**src/rtl/top_module_pkg.sv**
```systemverilog
// Shared defaults and helpers for the top_module_core AND-monitor cell.
package top_module_pkg;

  localparam int unsigned CNT_W_DEF      = 8;
  localparam int unsigned STABLE_LEN_DEF = 4;

  // Bits needed to hold values 0..n, never less than one bit.
  function automatic int unsigned clog2_min1(input int unsigned n);
    int unsigned w;
    w = $clog2(n + 1);
    return (w > 1) ? w : 1;
  endfunction

endpackage

```
**src/rtl/top_module_core_sat_counter.sv**
```systemverilog
// Saturating up-counter: rst > clr > inc, holds at all-ones.
module sat_counter
  import top_module_pkg::*;
#(
  parameter int unsigned W = 4
) (
  input  logic         clk,
  input  logic         rst,
  input  logic         clr,
  input  logic         inc,
  output logic [W-1:0] q,
  output logic         at_max
);

  logic [W-1:0] q_q;
  logic [W-1:0] q_d;

  assign q      = q_q;
  assign at_max = &q_q;

  // Next count: clear wins over increment, increment stops at all-ones.
  always_comb begin
    q_d = q_q;
    if (clr) begin
      q_d = '0;
    end else if (inc && !at_max) begin
      q_d = q_q + 1'b1;
    end
  end

  // Count register with synchronous reset.
  always_ff @(posedge clk) begin
    if (rst) begin
      q_q <= '0;
    end else begin
      q_q <= q_d;
    end
  end

endmodule

```
**src/rtl/top_module_core.sv**
```systemverilog
// 3-input AND with clocked monitoring: registered copy, edge pulses,
// held-high flag and saturating high-cycle count.
module top_module_core
  import top_module_pkg::*;
#(
  parameter int unsigned CNT_W      = CNT_W_DEF,
  parameter int unsigned STABLE_LEN = STABLE_LEN_DEF
) (
  input  logic             clk,
  input  logic             rst,
  input  logic             a,
  input  logic             b,
  input  logic             c,
  output logic             out,
  output logic             out_q,
  output logic             out_rise,
  output logic             out_fall,
  output logic             out_stable,
  output logic [CNT_W-1:0] hi_cnt,
  output logic             cnt_sat
);

  localparam int unsigned      RUN_W   = clog2_min1(STABLE_LEN);
  localparam logic [RUN_W-1:0] RUN_MAX = RUN_W'(STABLE_LEN);

  logic             out_q_q, out_q_d;
  logic             rise_q, rise_d;
  logic             fall_q, fall_d;
  logic [RUN_W-1:0] run_cnt;
  logic             run_at_max;
  logic             run_full;

  assign out        = a & b & c;
  assign out_q      = out_q_q;
  assign out_rise   = rise_q;
  assign out_fall   = fall_q;
  assign out_stable = (run_cnt == RUN_MAX);

  // Next registered value and edge pulses relative to the current out_q.
  always_comb begin
    out_q_d = out;
    rise_d  = out & ~out_q_q;
    fall_d  = ~out & out_q_q;
  end

  // Registered copy and pulse flops, synchronous reset.
  always_ff @(posedge clk) begin
    if (rst) begin
      out_q_q <= 1'b0;
      rise_q  <= 1'b0;
      fall_q  <= 1'b0;
    end else begin
      out_q_q <= out_q_d;
      rise_q  <= rise_d;
      fall_q  <= fall_d;
    end
  end

  sat_counter #(.W(CNT_W)) u_hi_cnt (
    .clk    (clk),
    .rst    (rst),
    .clr    (1'b0),
    .inc    (out_q_q),
    .q      (hi_cnt),
    .at_max (cnt_sat)
  );

  // The run counter's own ceiling is all-ones; stop it at STABLE_LEN instead.
  // at_max only fires when STABLE_LEN itself is all-ones, so OR-ing it is exact.
  assign run_full = run_at_max | (run_cnt == RUN_MAX);

  sat_counter #(.W(RUN_W)) u_run_cnt (
    .clk    (clk),
    .rst    (rst),
    .clr    (~out_q_q),
    .inc    (out_q_q & ~run_full),
    .q      (run_cnt),
    .at_max (run_at_max)
  );

endmodule

```
**config.mk**
```make
export PLATFORM = sky130hd
export DESIGN_NAME = top_module_core
export DESIGN_NICKNAME = d
export VERILOG_FILES = /design/src/rtl/top_module_pkg.sv /design/src/rtl/top_module_core_sat_counter.sv /design/src/rtl/top_module_core.sv
export SDC_FILE = /design/constraint.sdc
export NUM_CORES = 1
export LEC_CHECK = 0
export CAP_MARGIN = 20
export CORE_MARGIN = 1.5
export CORE_UTILIZATION = 30
export CTS_CLUSTER_SIZE = 28
export DETAILED_ROUTE_END_ITERATION = 8
export DONT_BUFFER_PORTS = 1
export PLACE_DENSITY = 0.41
export SYNTH_ARGS = -nofsm -noshare
export SYNTH_HDL_FRONTEND = slang
export SYNTH_SLANG_ARGS = --single-unit
```
**constraint.sdc**
```tcl
create_clock -name clk -period 1.8 [get_ports clk]
set_clock_uncertainty 0.05 [all_clocks]
set_input_delay 0.36 -clock clk [delete_from_list [all_inputs] [get_ports clk]]
set_output_delay 0.36 -clock clk [all_outputs]
set_load 0.01 [all_outputs]
```
* Word-level counts from Yosys, hierarchy flattened
Cells that the tools add are included.
** Storage, ports and cells
- Logic and storage cells :: 24
- Bits in writable memories :: 0
- Memories kept :: 0
- Input port bits :: 5
- Bits in latches :: 0
- Memory bits (read-only) :: 0
- Output and inout bits :: 14
- Flip-flop bits (word level) :: 14
** Operators by class
- Bitwise operators :: 9
- Magnitude comparators :: 0
- Eq/ne operators :: 1
- Multipliers :: 0
- Add/subtract/negate cells :: 2
- Shift-type cells :: 0
- Multiplexer cells :: 0
- Divide/modulo/power cells :: 0
- Reduce and logical (&&, ||, !) cells :: 7
** Operator list (count)
- 8-bit by 1-bit adder with 8-bit output, second input constant :: 1
- 8-bit AND reduction :: 1
- 1-bit bitwise AND :: 5
- 3-bit by 1-bit adder with 3-bit output, second input constant :: 1
- 3-bit == test, second input constant :: 1
- 1-bit NOT :: 3
- 3-bit AND reduction :: 1
- 1-bit logical AND :: 2
- 1-bit logical NOT :: 2
- 2-bit OR reduction :: 1
- 1-bit OR :: 1

* Logic depth before layout (Yosys ltp)
Gate-level depths: netlist of the first run.
- Depth after elaboration :: 5
- Gate-level depth with buffers :: 5
- Depth with buffers taken out :: 5

* By module
A second synthesis of the first run with hierarchy kept.
** Unflattened totals
- Cell total of the unflattened synthesis :: 69
- Area, all modules :: 696.9 um^2
** By module, submodules not included
- sat_counter (u_hi_cnt) :: area an instance 425.4 um^2, sequential area each 160.2 um^2, instances 1, cells each 45
- sat_counter (u_run_cnt) :: area an instance 142.6 um^2, sequential area each 60.1 um^2, instances 1, cells each 12
- top_module_core :: area an instance 128.9 um^2, sequential area each 60.1 um^2, instances 1, cells each 12

* Worst setup path after synthesis of the first run
Ideal clock, no wire load.
- Kind :: reg-to-reg
- From :: register u_hi_cnt.q_q[0], in the netlist u_hi_cnt.q[0]
- To :: register u_hi_cnt.q_q[5], in the netlist u_hi_cnt.q[5]
- Clock period less this slack :: 1541 ps
- Cell stages (with the launch flop) :: 5
- Buffers on the path :: 0
- Required time :: 1627 ps
- Setup time :: 123 ps
- Arrival :: 1367 ps
- Slack :: 259 ps
- Cells stage by stage :: dfxtp_1 ha_1 and3_1 a211oi_2 mux2_1
** Between the ends
- Cells in the longest elaborated chain, start to end :: 3
- Elaborated cells between the ends (all ways) :: 4
- Classes of those cells :: add/sub (1); reduce/logical (3)
** RTL lines
- start, declared :: RTL line top_module_core_sat_counter.sv:15 : logic [W-1:0] q_q;
- start signal, assigned :: RTL line top_module_core_sat_counter.sv:36 : q_q <= q_d;
- branches (longest 3 deep; another with 8-bit by 1-bit adder with 8-bit output)
Parallel ways; which one is timed is not known.
A chain may end at the register's enable or synchronous reset.

* Worst setup path after layout of the first run
- From :: register u_hi_cnt.q_q[0], in the netlist u_hi_cnt.q[0]
- To :: output cnt_sat
** Between the ends
- Cells in the longest elaborated chain, start to end :: 1
** RTL lines
- 8-bit AND reduction :: RTL line top_module_core_sat_counter.sv:19 : assign at_max = &q_q;
- end, declared :: RTL line top_module_core.sv:20 : output logic cnt_sat
No other way between the ends.

==> results of run 1 <==
logic make-up after synthesis:
family,Yosys count,share of synthesized area (%)
AND/OR/NAND/NOR,30,27.3
adder cells (fa/ha/maj),4,7.42
buffers and inverters,5,2.78
multiplexers,4,6.86
XOR/XNOR,1,1.30
flip-flops,14,41.6
AO/OA/AOI/OAI,12,12.8
cell usage in the layout, fill, tap and decap left out, drive strengths merged, types with 2 or more instances in the layout:
cell and n:
a211oi 2, a21oi 5, and2 2, and4 2, buf 4, clkbuf 3
dfxtp 14, ha 4, inv 4, mux2 2, mux2i 2, nand2b 3
nand3 2, nand4 2, nor2 7, nor2b 2, nor3 4
flip-flops by register name, summed over array words and instances, names as in the netlist:
signal and flops:
out_fall 1, out_q 1, out_rise 1, u_hi_cnt.q 8
u_run_cnt.q 3
worst max path at each step:
| stage | cells after the start | startpoint | slack [ns] | endpoint |
|---|---|---|---|---|
| after detailed placement | 4 | u_hi_cnt.q[0] | 0.27 | u_hi_cnt.q[5] |
| after global routing | 3 | u_hi_cnt.q[0] | 0.03 | cnt_sat |
| after floorplan | 4 | u_hi_cnt.q[0] | 0.26 | u_hi_cnt.q[5] |
| final | 3 | u_hi_cnt.q[0] | 0.12 | cnt_sat |
| after CTS | 3 | u_hi_cnt.q[0] | 0.03 | cnt_sat |
| after global placement | 4 | u_hi_cnt.q[0] | 0.28 | u_hi_cnt.q[5] |
report_power, final:
group	internal [mW]	total [mW]	switching, mW
sequential	0.312	0.315	0.00263
clock	0.0774	0.170	0.0927
combinational	0.00761	0.0144	0.00682
layer usage:
layer,GRT usage [%],wire length (µm),share of wire (%)
met2,14.7,486,40
met1,13.6,601,50
met3,8.63,114,9.5
met5,0,0,0
met4,2.70,0,0
timing repair:
action                     in CTS  in global routing
setup endpoints to repair       0                  1
buffers inserted                0                  0
resized for setup               0                  3
hold buffers                    0                  0
through the flow:
| stage | util (%) | instance area [µm²] | instances | power [mW] | hold slack [ns] |
|---|---|---|---|---|---|
| 2_1_floorplan | - | 674 | 70 | 0.335 | 0.425 |
| 3_3_place_gp | 36.0 | 734 | 100 | 0.337 | 0.386 |
| 3_5_place_dp | 36.0 | 734 | 100 | 0.337 | 0.386 |
| 4_1_cts | 37.1 | 757 | 103 | 0.513 | 0.0877 |
| 5_1_grt | 37.3 | 762 | 103 | 0.537 | 0.0657 |
| 6_report | 37.3 | 762 | 103 | 0.499 | 0.0995 |
worst max-delay path, delay by kind of cell (launching register included):
kind                     cells  cell delay [ns]
adder cells (fa/ha/maj)      1             0.23
AND/OR/NAND/NOR              2             0.45
flip-flops                   1             0.32
final cells by class:
| class | instances | area share [%] |
|---|---|---|
| Clock buffer | 3 | 2.96 |
| Inverter | 4 | 1.97 |
| Tap cell | 27 | 4.43 |
| Multi-Input combinational cell | 51 | 49.8 |
| Timing Repair Buffer | 4 | 3.94 |
| Sequential cell | 14 | 36.9 |
==> impl_metrics.json, run 1 <==
{
  "synth_top_area_share_pct": 41.6,
  "antenna_found_initial": 0,
  "ys.flop_type": "dfxtp_1",
  "r2r-start": "u_hi_cnt.q[0]",
  "avgViaCountPerCell": 4.97,
  "drtPass1Iterations": 3,
  "fin_nets": 87,
  "leakage_nw": 0.316,
  "grtUsageTotal_pct": 11.0,
  "ys_top_cells_by_area": "dfxtp_1 (42%), ha_1 (7.4%), nor2_1 (3.9%)",
  "multiInputGateArea_um2": 379,
  "period_minus_slack_ns": 1.68,
  "via_count": 512,
  "arrival_ns": 1.27,
  "numCtsBuffers": 3,
  "endpoint_kind": "output port",
  "cp_max_fo": 5,
  "io_buffer_count": 0,
  "dieArea_um2": 2540,
  "die_x_um": 50.4,
  "cts_tree": "yes",
  "fmax_mhz": 597,
  "ios": 19,
  "holdCritPathClass": "primary input to flop",
  "rows": 16,
  "cts.sinks": 14,
  "fillers": 217,
  "seq_area_frac_synth_pct": 41.6,
  "place_congestion": 0.716,
  "status": "completed",
  "synth_most_common_cell": "dfxtp_1",
  "irDropWorstVdd_v": 0.000386,
  "area_growth_pct": 13.0,
  "syn_area_um2": 674,
  "chipHeight_um": 50.4,
  "crit_path_start_kind": "flop",
  "wirelength_mm": 1.20,
  "critPathKind": "flop to output port",
  "synth_top_cell_by_area": "dfxtp_1",
  "pwr_density_cell_nw_per_um2": 655,
  "worst_pin_slew_ns": 0.285,
  "num_antenna_cells": 0,
  "wl_per_cell_um": 11.7,
  "slew-limit-headroom_pct": 80.9,
  "core-area_um2": 2040,
  "yosysWarnings": 0,
  "ant_nets": 0,
  "synth.distinct_cells": 32,
  "async_flop_share_pct": 0,
  "syn_area_per_cell_um2": 9.63,
  "reg2reg_to": "u_hi_cnt.q[5]",
  "worstSkewPairLatency_ns": 0.27,
  "initial_core_util_pct": 33.0,
  "slowest_delay_ns": 0.32,
  "fin_tns_setup_ns": 0,
  "hold_depth": 1,
  "rsz0062_at_grt": "false",
  "ys_top_cells_by_count": "dfxtp_1 (14), nor2_1 (7), a21oi_1 (5)",
  "hold_end": "u_hi_cnt.q[4]",
  "grt_pass1_wl_mm": 2.06,
  "grt_max_degree": 15,
  "path_clk_slew_ns": 0.08,
  "cap_violations": 0,
  "drt_iter0_drc": 4,
  "synth_edf_count": 0,
  "post-route-period-util_pct": 93.1,
  "drc": 0,
  "syn_inst": 70,
  "cp.required_ns": 1.39,
  "grt_pass1_vias": 461,
  "clockBufferDepth": 2,
  "globalRouteOverflowTotal": 0,
  "place_ws_ns": 0.265,
  "ys_seq_elements": 14,
  "cts_root_buf": "clkbuf_4",
  "cp_cell_sequence": "ha_1, and3_2, and2_4",
  "seq_area_um2": 282,
  "setup_violations": 0,
  "r2r_cells": 4,
  "hpwl_um": 929,
  "cp_slowest_cell": "dfxtp_1",
  "setup_ws_ns": 0.124,
  "min_from": "rst",
  "htreeDepth": 1,
  "synthesis.nets": 79,
  "ff2ff_setup_slack_ns": 0.27,
  "drive_gt1_share_pct": 19.7,
  "slew_violations": 0,
  "hold_viol": 0
}
Note: power is estimated with default switching activity, not from simulation.
==> run 2, diff against run 1 <==
Settings changed: HOLD_SLACK_MARGIN from default to 0.1.
==> impl_metrics.json, run 2 (synthesis gave the netlist of run 1 again) <==
{
  "hpwl_um": 929,
  "slew_violations": 0,
  "status": "completed",
  "ant_nets": 0,
  "cp_slowest_cell": "dfxtp_1",
  "post_cts_buffers": 0,
  "irDropWorstVdd_v": 0.000392,
  "via_count": 523,
  "rsz0062_at_grt": "false",
  "slew-limit-headroom_pct": 80.6,
  "htreeDepth": 1,
  "chipHeight_um": 50.4,
  "layout_commonest_cell": "dfxtp_1",
  "endpoint_kind": "output port",
  "rows": 16,
  "worst_pin_slew_ns": 0.290,
  "largest_reg_flops": 8,
  "io_buffer_count": 0,
  "dieArea_um2": 2540,
  "grt_pass1_wl_mm": 2.11,
  "drive_gt1_share_pct": 19.5,
  "pwr_density_cell_nw_per_um2": 652,
  "slowest_delay_ns": 0.31,
  "arrival_ns": 1.27,
  "layout_common_cells": "dfxtp_1 (13), nor2_1 (7), a21oi_1 (5)",
  "drc": 0,
  "core-area_um2": 2040,
  "crit_path_start_kind": "flop",
  "fmax_mhz": 596,
  "fin_tns_setup_ns": 0,
  "area_growth_pct": 14.5,
  "place_area_um2": 734,
  "die_x_um": 50.4,
  "drt_iter0_drc": 3,
  "fin_nets": 88,
  "ios": 19,
  "fin_util_pct": 37.8,
  "place_congestion": 0.716,
  "avgViaCountPerCell": 5.03,
  "numCtsBuffers": 3,
  "wirelength_mm": 1.24,
  "antenna_found_initial": 0,
  "globalRouteOverflowTotal": 0,
  "cts_root_buf": "clkbuf_4",
  "cts_tree": "yes",
  "holdCritPathClass": "primary input to flop",
  "grt_pass1_vias": 465,
  "path_clk_slew_ns": 0.08,
  "num_antenna_cells": 0,
  "final_area_um2": 772,
  "setup_ws_ns": 0.123,
  "post-route-period-util_pct": 93.2,
  "cts.sinks": 14,
  "setup_violations": 0,
  "cp_cell_sequence": "ha_1, and3_2, and2_4",
  "period_minus_slack_ns": 1.68,
  "cp_max_fo": 5,
  "cap_violations": 0,
  "leakage_nw": 0.320,
  "place_ws_ns": 0.265,
  "wl_per_cell_um": 11.9,
  "initial_core_util_pct": 33.0,
  "critPathKind": "flop to output port",
  "drtPass1Iterations": 2,
  "worstSkewPairLatency_ns": 0.27,
  "grt_max_degree": 10,
  "hold_viol": 0,
  "clockBufferDepth": 2,
  "cp.required_ns": 1.39,
  "grtUsageTotal_pct": 11.4
}
[run 2: path summary, 6_finish.rpt]
check	from	endpoint	slack [ns]	cells after the start
min	rst	u_hi_cnt.q[3]	0.18	2
max reg2reg	u_hi_cnt.q[0]	u_hi_cnt.q[5]	0.27	4
min reg2reg	u_run_cnt.q[2]	u_run_cnt.q[2]	0.46	2
max	u_hi_cnt.q[0]	cnt_sat	0.12	3
[run 2: power by group]
part / switching (mW) / internal [mW] / leakage (nW)
Combinational: 0.00944 / 0.00906 / 0.193
Clock: 0.0926 / 0.0775 / 0.0138
Sequential: 0.00264 / 0.312 / 0.114
[run 2: critical path: cells and delay by family, from the launching register on]
| family | cells | cell delay, ns |
|---|---|---|
| adder cells (fa/ha/maj) | 1 | 0.23 |
| AND/OR/NAND/NOR | 2 | 0.45 |
| flip-flops | 1 | 0.31 |
[run 2: area by class of cell]
cell class	instances	area, µm²
fillers	215	1270
multi-input cells	51	379
inverters	4	15.0
flip-flops and latches	14	282
repair buffers	5	40.0
clock buffers	3	22.5
well taps	27	33.8
[run 2: metal layers]
layer,share of wire (%),up-vias,track usage [%]
met5,0,-,0
met4,0,0,2.70
met3,9.4,0,8.04
met2,41,20,15.1
met1,50,237,14.7
li1,-,266,-
[run 2: through the flow]
stage | instances | hold WS (ns) | power, mW
floorplan | 70 | 0.425 | 0.335
global placement | 100 | 0.386 | 0.337
detailed placement | 100 | 0.386 | 0.337
CTS | 104 | 0.170 | 0.517
global route | 104 | 0.163 | 0.541
finish | 104 | 0.180 | 0.503
[run 2: timing repair]
item / in CTS / in global routing
hold buffers: 1 / 0
gates resized for setup: 0 / 3
setup endpoints to repair: 0 / 1
endpoints found under the hold margin: 6 / 0
